[src/rtl/mc_pkg.sv]
// Shared types and encodings for the multi-cycle control FSM.
package mc_pkg;

    typedef enum logic [3:0] {
        StFetch, StDecode, StExecR, StExecI, StExecU, StMemAddr, StMemRd,
        StMemWr, StWbAlu, StWbMem, StBranch, StJal, StJalr, StTrap
    } state_e;

    localparam logic [6:0] OpRType  = 7'b0110011;
    localparam logic [6:0] OpIType  = 7'b0010011;
    localparam logic [6:0] OpLoad   = 7'b0000011;
    localparam logic [6:0] OpStore  = 7'b0100011;
    localparam logic [6:0] OpBranch = 7'b1100011;
    localparam logic [6:0] OpJal    = 7'b1101111;
    localparam logic [6:0] OpJalr   = 7'b1100111;
    localparam logic [6:0] OpLui    = 7'b0110111;
    localparam logic [6:0] OpAuipc  = 7'b0010111;

    localparam logic [1:0] PcSelAlu     = 2'd0;
    localparam logic [1:0] PcSelAluOut  = 2'd1;
    localparam logic [1:0] PcSelAluClr0 = 2'd2;

    localparam logic [1:0] AluASelPc    = 2'd0;
    localparam logic [1:0] AluASelOldPc = 2'd1;
    localparam logic [1:0] AluASelRs1   = 2'd2;
    localparam logic [1:0] AluASelZero  = 2'd3;

    localparam logic [1:0] AluBSelRs2   = 2'd0;
    localparam logic [1:0] AluBSelImm   = 2'd1;
    localparam logic [1:0] AluBSelFour  = 2'd2;

    localparam logic [1:0] AluOpAdd     = 2'd0;
    localparam logic [1:0] AluOpCmp     = 2'd1;
    localparam logic [1:0] AluOpFunct   = 2'd2;

    localparam logic [1:0] WbSelAluOut  = 2'd0;
    localparam logic [1:0] WbSelMdr     = 2'd1;
    localparam logic [1:0] WbSelPc      = 2'd2;

    function automatic state_e decode_next(input logic [6:0] op);
        state_e st;
        unique case (op)
            OpRType:          st = StExecR;
            OpIType:          st = StExecI;
            OpLoad, OpStore:  st = StMemAddr;
            OpBranch:         st = StBranch;
            OpJal:            st = StJal;
            OpJalr:           st = StJalr;
            OpLui, OpAuipc:   st = StExecU;
            default:          st = StTrap;
        endcase
        return st;
    endfunction

endpackage

[src/rtl/instret_counter.sv]
// Retired-instruction counter; wraps naturally at 32 bits.
module instret_counter
    import mc_pkg::*;
(
    input  logic        clk,
    input  logic        rst,
    input  logic        inc,
    output logic [31:0] count
);

    logic [31:0] count_q, count_d;

    always_comb begin
        count_d = count_q + {31'd0, inc};
    end

    always_ff @(posedge clk or posedge rst) begin
        if (rst) begin
            count_q <= 32'd0;
        end else begin
            count_q <= count_d;
        end
    end

    assign count = count_q;

endmodule

[src/rtl/mc_control.sv]
// Multi-cycle RV32I control FSM: sequences fetch, decode, execute, memory and writeback
// strobes/selects for a shared-ALU datapath.
module mc_control
    import mc_pkg::*;
(
    input  logic        clk,
    input  logic        rst,
    input  logic [6:0]  opcode,
    input  logic        branch_taken,
    input  logic        mem_ready,
    output logic        pc_we,
    output logic [1:0]  pc_sel,
    output logic        old_pc_we,
    output logic        ir_we,
    output logic        mem_req,
    output logic        mem_we,
    output logic        addr_sel,
    output logic [1:0]  alu_a_sel,
    output logic [1:0]  alu_b_sel,
    output logic [1:0]  alu_op,
    output logic        rf_we,
    output logic [1:0]  wb_sel,
    output logic        illegal,
    output logic [31:0] instret
);

    state_e state_q, state_d;
    logic   retire;

    always_ff @(posedge clk or posedge rst) begin
        if (rst) begin
            state_q <= StFetch;
        end else begin
            state_q <= state_d;
        end
    end

    always_comb begin
        state_d   = state_q;
        pc_we     = 1'b0;
        pc_sel    = PcSelAlu;
        old_pc_we = 1'b0;
        ir_we     = 1'b0;
        mem_req   = 1'b0;
        mem_we    = 1'b0;
        addr_sel  = 1'b0;
        alu_a_sel = AluASelPc;
        alu_b_sel = AluBSelRs2;
        alu_op    = AluOpAdd;
        rf_we     = 1'b0;
        wb_sel    = WbSelAluOut;
        illegal   = 1'b0;

        unique case (state_q)
            StFetch: begin
                mem_req   = 1'b1;
                alu_b_sel = AluBSelFour;
                if (mem_ready) begin
                    ir_we     = 1'b1;
                    old_pc_we = 1'b1;
                    pc_we     = 1'b1;
                    state_d   = StDecode;
                end
            end
            StDecode: begin
                // Branch/JAL target is precomputed here into ALUOut.
                alu_a_sel = AluASelOldPc;
                alu_b_sel = AluBSelImm;
                state_d   = decode_next(opcode);
            end
            StExecR: begin
                alu_a_sel = AluASelRs1;
                alu_op    = AluOpFunct;
                state_d   = StWbAlu;
            end
            StExecI: begin
                alu_a_sel = AluASelRs1;
                alu_b_sel = AluBSelImm;
                alu_op    = AluOpFunct;
                state_d   = StWbAlu;
            end
            StExecU: begin
                alu_a_sel = (opcode == OpLui) ? AluASelZero : AluASelOldPc;
                alu_b_sel = AluBSelImm;
                state_d   = StWbAlu;
            end
            StMemAddr: begin
                alu_a_sel = AluASelRs1;
                alu_b_sel = AluBSelImm;
                state_d   = (opcode == OpLoad) ? StMemRd : StMemWr;
            end
            StMemRd: begin
                mem_req  = 1'b1;
                addr_sel = 1'b1;
                if (mem_ready) state_d = StWbMem;
            end
            StMemWr: begin
                mem_req  = 1'b1;
                mem_we   = 1'b1;
                addr_sel = 1'b1;
                if (mem_ready) state_d = StFetch;
            end
            StWbAlu: begin
                rf_we   = 1'b1;
                state_d = StFetch;
            end
            StWbMem: begin
                rf_we   = 1'b1;
                wb_sel  = WbSelMdr;
                state_d = StFetch;
            end
            StBranch: begin
                alu_a_sel = AluASelRs1;
                alu_op    = AluOpCmp;
                pc_sel    = PcSelAluOut;
                pc_we     = branch_taken;
                state_d   = StFetch;
            end
            StJal: begin
                rf_we   = 1'b1;
                wb_sel  = WbSelPc;
                pc_we   = 1'b1;
                pc_sel  = PcSelAluOut;
                state_d = StFetch;
            end
            StJalr: begin
                rf_we     = 1'b1;
                wb_sel    = WbSelPc;
                pc_we     = 1'b1;
                pc_sel    = PcSelAluClr0;
                alu_a_sel = AluASelRs1;
                alu_b_sel = AluBSelImm;
                state_d   = StFetch;
            end
            StTrap: begin
                illegal = 1'b1;
            end
            default: begin
                state_d = StFetch;
            end
        endcase

        // Reset must silence strobes immediately, even though state already reads FETCH.
        if (rst) begin
            pc_we     = 1'b0;
            old_pc_we = 1'b0;
            ir_we     = 1'b0;
            mem_req   = 1'b0;
            mem_we    = 1'b0;
            rf_we     = 1'b0;
        end
    end

    // Every path back into FETCH from a non-FETCH state completes an instruction.
    assign retire = (state_q != StFetch) && (state_d == StFetch);

    instret_counter u_instret (
        .clk   (clk),
        .rst   (rst),
        .inc   (retire),
        .count (instret)
    );

endmodule

[config.mk]
export PLATFORM = sky130hd
export DESIGN_NAME = mc_control
export DESIGN_NICKNAME = d
export VERILOG_FILES = /design/src/rtl/mc_pkg.sv /design/src/rtl/instret_counter.sv /design/src/rtl/mc_control.sv
export SDC_FILE = /design/constraint.sdc
export NUM_CORES = 1
export LEC_CHECK = 0
export BUFFER_PORTS_ARGS = -buffer_cell sky130_fd_sc_hd__clkbuf_2
export CORE_MARGIN = 2
export CORE_UTILIZATION = 45
export DETAILED_ROUTE_END_ITERATION = 16
export PLACE_DENSITY = 0.71
export SLEW_MARGIN = 25
export SYNTH_ARGS = -nofsm -noshare
export SYNTH_HDL_FRONTEND = slang
export SYNTH_SLANG_ARGS = --single-unit
[constraint.sdc]
create_clock -name clk -period 3.1 [get_ports clk]
set_input_delay 0.155 -clock clk [delete_from_list [all_inputs] [get_ports clk]]
set_output_delay 0.155 -clock clk [all_outputs]
set_load 0.01 [all_outputs]
---- After elaboration in Yosys (flattened, before gate mapping) ----
Cells that the tools add are included.
W data, S select, Z words.
operators by class
  $add $sub $neg .......................... 1
  equal/unequal tests ..................... 22
  multiplexer cells ....................... 25
  reduce and logical (&&, ||, !) cells .... 15
operators by type and width
  cell                  count
  $pmux W4 S7           2
  $add A32 B1 Y32       1
  $eq A4 B4 Y1 const B  6
  $eq A7 B6 Y1 const B  3
  $eq A7 B7 Y1 const B  3
  $eq A4 B3 Y1 const B  4
  $pmux W2 S2           4
  $eq A7 B5 Y1 const B  2
  $mux W1               13
  $mux W4               3
  $reduce_or A2 Y1      6
  $reduce_or A5 Y1      2
  $eq A4 B2 Y1 const B  2
  $logic_not A4 Y1      2
  $eq A7 B2 Y1 const B  1
  $pmux W2 S3           1
  $reduce_or A3 Y1      2
  $eq A4 B1 Y1 const B  1
  $reduce_bool A4 Y1    1
  $reduce_or A4 Y1      1
  $pmux W1 S3           1
  $mux W2               1
  $logic_and A1 B1 Y1   1
word-level totals
  flip-flop bits (word level) ............. 36
  input bits .............................. 11
  output and inout bits ................... 50
  logic and storage cells ................. 65

---- Depth between registers and ports, before layout ----
  depth after elaboration ................. 7
  gate-level depth with buffers ........... 10
  mapped depth without buffers ............ 9

---- By module ----
A second synthesis with hierarchy kept.
unflattened totals
  cells, all modules ...................... 213
  area, all modules ....................... 2024.4 sq um
modules (own cells, without submodules)
  module           instances  cells an instance  area each (sq um)  seq. area each (sq um)
  instret_counter  1          126                1460.2             800.8
  mc_control       1          87                 564.3              100.1

---- Least setup slack after synthesis ----
Ideal clock, no wire load.
  path type ............................... reg2reg
  start point ............................. register state_q[3]
  end point ............................... register u_instret.count_q[20], in the netlist u_instret.count[20]
  library setup time ...................... 79 ps
  arrival ................................. 2169 ps
  data required time ...................... 3021 ps
  slack ................................... 851 ps
  stages on the path, launching flop included .. 11
  path buffers ............................ 2
  clock period less this slack ............ 2249 ps
  path through ............................ dfrtp_1 -> clkbuf_1 -> clkbuf_1 -> a31oi_1 -> nor2_1 -> ha_1 -> ha_1 -> and4_1 -> nand3_2 -> nor3b_1 -> xor2_1
between the ends
  longest elaborated chain between the ends .. 6
  elaborated cells on any way between the ends .. 18
  classes of those cells .................. 1 x add/sub; 8 x eq/ne; 4 x mux; 5 x reduce/logical
RTL lines
  element                                              line                   text
  from (decl)                                          mc_control.sv:27       state_e state_q, state_d;
  from (signal assigned)                               mc_control.sv:32       state_q <= StFetch;
  from (signal assigned)                               mc_control.sv:34       state_q <= state_d;
  $eq A4 B3 Y1 / $eq A4 B2 Y1 (equally long branches)  mc_control.sv:54       unique case (state_q)
  $reduce_or A3 Y1 (no line)                           --
  $pmux W4 S7                                          mc_control.sv:54
  $logic_not A4 Y1                                     mc_control.sv:155      assign retire = (state_q != StFetch) && (state_d == StFetch);
  $logic_and A1 B1 Y1 (*)                              mc_control.sv:155
  $add A32 B1 Y32 (*)                                  instret_counter.sv:14  count_d = count_q + {31'd0, inc};
  net u_instret.count_d[20]                            instret_counter.sv:11  logic [31:0] count_q, count_d;
  to (signal assigned)                                 instret_counter.sv:21  count_q <= count_d;
  to (decl)                                            instret_counter.sv:11
Mark *: on every way through the listed nets, which the timed path passes. The rest lies on a longest branch.

---- Worst setup path after layout ----
  start point ............................. register state_q[0]
  end point ............................... register u_instret.count_q[20], in the netlist u_instret.count[20]
Same word-level chain as after synthesis.

==> out/summary.txt <==
Least-Margin Pin Slew: 0.580 ns
Placed cell count: 309
I/O pin total: 61
MaxCap Viol Count: 0
Average wire per standard cell: 14.1 um
Core Util, Final: 57.1%
Core area: 0.00435 mm^2
Pwr per Cell Area: 629 mW/mm^2
Drt initial violations: 117
Routed vias: 1702
Pleak: 1.27 nW
Synthesis-to-finish area growth: 21.5%
Syn_nets: 219
Routability cong.: 0.805
Cts hold-fix bufs: 1
Cts repair resizes: 0
Final Non-Filler Cells: 318
Fin crit period: 2.43 ns
Postcts setup bufs: 0
Die height: 71.4 um
Share of layout cells above drive strength 1: 30.5%
Initial antenna violation count: 0
Clock Tree Buf Depth: 2
CTS H-tree lvls: 2
Final nets: 278
Post-Syn Instances: 206
Worst IR Drop VDD: 0.000316 V
Die Wd: 71.4 um
Setup crit start kind: flop
Top_reg_cell synth: dfrtp_1
Flops & latches, synth: 36
Total negative slack: 0 ns
Sequential area share after synthesis: 44.0%
First-pass GRT wire length: 7.45 mm
Gr usage total: 18.6%
Wirelength, routed: 4.48 mm
Crit path DAT: 2.62 ns
Required time worst endpoint: 3.30 ns
HPWL after DPL: 3.24 mm
Cell row count: 24
DR pass1 iterations: 4
Ys async rst share: 100%
GR Overflow Total: 0
Setup Crit Path Kind: flop to flop
Drt drc: 0
CP endpoint kind: flop
Final period util: 78.3%
Largest net degree at the start of global routing: 35
Final Setup Violations: 0
Status: finished, final reports clean
Mean Syn Cell Area: 9.94 um^2
Peak Freq: 412 MHz
Reg clk slew, reported paths: 0.07 ns
RSZ-0062 raised after global routing: false
Via density: 5.35
CTS tree: built
Yosys cell types: 47
Vias in the first global route: 1604
Root Buffer: clkbuf_8
Diode count: 0
Clk_lat worst skew: 0.29 ns
Clock Skew: 0.0118 ns
Final Slew Violations: 0
Rel. slew slack: 61.4%
Filler instances: 394
Initial Util: 47.0%
Number of flops mapped to enable cells by yosys: 0
Worst hold path class: input pin to flop
Synthesis Warnings: 0
CTS Buf Count: 5
Crit Path Max Fanout: 20
Final Hold Viols: 0
Die Footprint: 0.00510 mm^2
Buffers on Ports: 60
Post-DRT Antenna Nets: 0
Cell Area, Synth: 0.00205 mm^2
Pwr Total: 0.00157 W
Clock sinks: 36
[path summary, 6_finish.rpt]
check / from / endpoint / slack, ns / cells past startpoint
worst max register to register: state_q[0]$_DFF_PP0_ / u_instret.count[20]$_DFF_PP0_ / 0.67 / 9
worst min register to register: u_instret.count[31]$_DFF_PP0_ / u_instret.count[31]$_DFF_PP0_ / 0.47 / 1
max in group asynchronous: rst / u_instret.count[10]$_DFF_PP0_ / 2.07 / 4
worst max-delay path: state_q[0]$_DFF_PP0_ / u_instret.count[20]$_DFF_PP0_ / 0.67 / 9
min in group asynchronous: rst / state_q[2]$_DFF_PP0_ / 0.34 / 3
worst min-delay path: mem_ready / state_q[0]$_DFF_PP0_ / 0.25 / 3
[cells in the final DEF (no fill, tap or decap), types with 2 or more instances in the layout]
cell type / instances
clkbuf_2: 60
ha_1: 2
a21o_1: 2
nor3_1: 8
nor2b_1: 2
and4_1: 4
inv_1: 5
and3_1: 5
clkbuf_8: 5
xnor2_1: 15
nor4_2: 7
nand4_1: 4
nor2_1: 18
o31ai_1: 2
nand3_1: 8
o21ai_0: 4
nor3b_1: 3
dfrtp_1: 36
xor2_1: 16
a211oi_1: 2
a21oi_1: 2
and2_1: 4
nand3b_1: 2
nand2_1: 22
nand2b_1: 3
[worst max-delay path, cell delays in order (launching register included)]
cell	delay [ns]
dfrtp_1	0.59
nand2_1	0.18
nor2_1	0.09
nor2_1	0.13
ha_1	0.17
ha_1	0.22
and4_1	0.30
nand3_2	0.17
nor3b_1	0.31
xor2_1	0.19
[state kept, by name, indices dropped and copies added (netlist names)]
signal,count
state_q,4
u_instret.count,32
[layout make-up]
type | instances | area, um^2 | area share [%]
clock buffer | 6 | 72.6 | 2.92
sequential | 36 | 901 | 36.2
multi-input combinational | 155 | 1080 | 43.3
clock inverter | 2 | 35.0 | 1.41
tap | 52 | 65.1 | 2.62
inverter | 5 | 18.8 | 0.755
timing repair buffer | 62 | 318 | 12.8
[cells in the mapped netlist (5+ instances only)]
| master | n | area share [%] |
|---|---|---|
| nand2_1 | 22 | 4.0 |
| inv_1 | 5 | 0.92 |
| nand3_1 | 8 | 2.0 |
| xnor2_1 | 15 | 6.4 |
| dfrtp_1 | 36 | 44 |
| xor2_1 | 16 | 6.8 |
| and3_1 | 5 | 1.5 |
| nor3_1 | 8 | 2.0 |
| nor4_2 | 7 | 4.3 |
| nor2_1 | 18 | 3.3 |
[routing by layer]
layer | part of all wire (%) | vias to the layer above | wire length (um) | track usage (%)
met5 | 0 | - | 0 | 0
met3 | 5.2 | 2 | 233 | 6.47
li1 | - | 846 | - | -
met1 | 46 | 811 | 2060 | 24.1
met4 | 0.69 | 0 | 31 | 4.82
met2 | 48 | 43 | 2160 | 29.8
[logic make-up after synthesis]
group,share of synthesized area (%)
buffers and inverters,3.36
AOI/OAI and AO/OA,7.82
adders and majority gates,1.22
DFF,44.0
and+or+nand+nor,30.3
xor gates and xnor gates,13.3
[power breakdown]
part	switching, W	internal [W]
clock network	0.000164	0.000239
registers	0.000148	0.000531
logic	0.000257	0.000227
total	0.000569	0.000996
[stage by stage]
stage	instance area (um^2)	setup WS, ns	hold WS, ns
6_report	2490	0.674	0.250
5_1_grt	2490	0.478	0.300
3_5_place_dp	2370	0.722	0.0781
3_3_place_gp	2370	0.858	0.0711
4_1_cts	2490	0.663	0.237
2_1_floorplan	2050	0.851	0.341
Note: power is estimated with default switching activity, not from simulation.
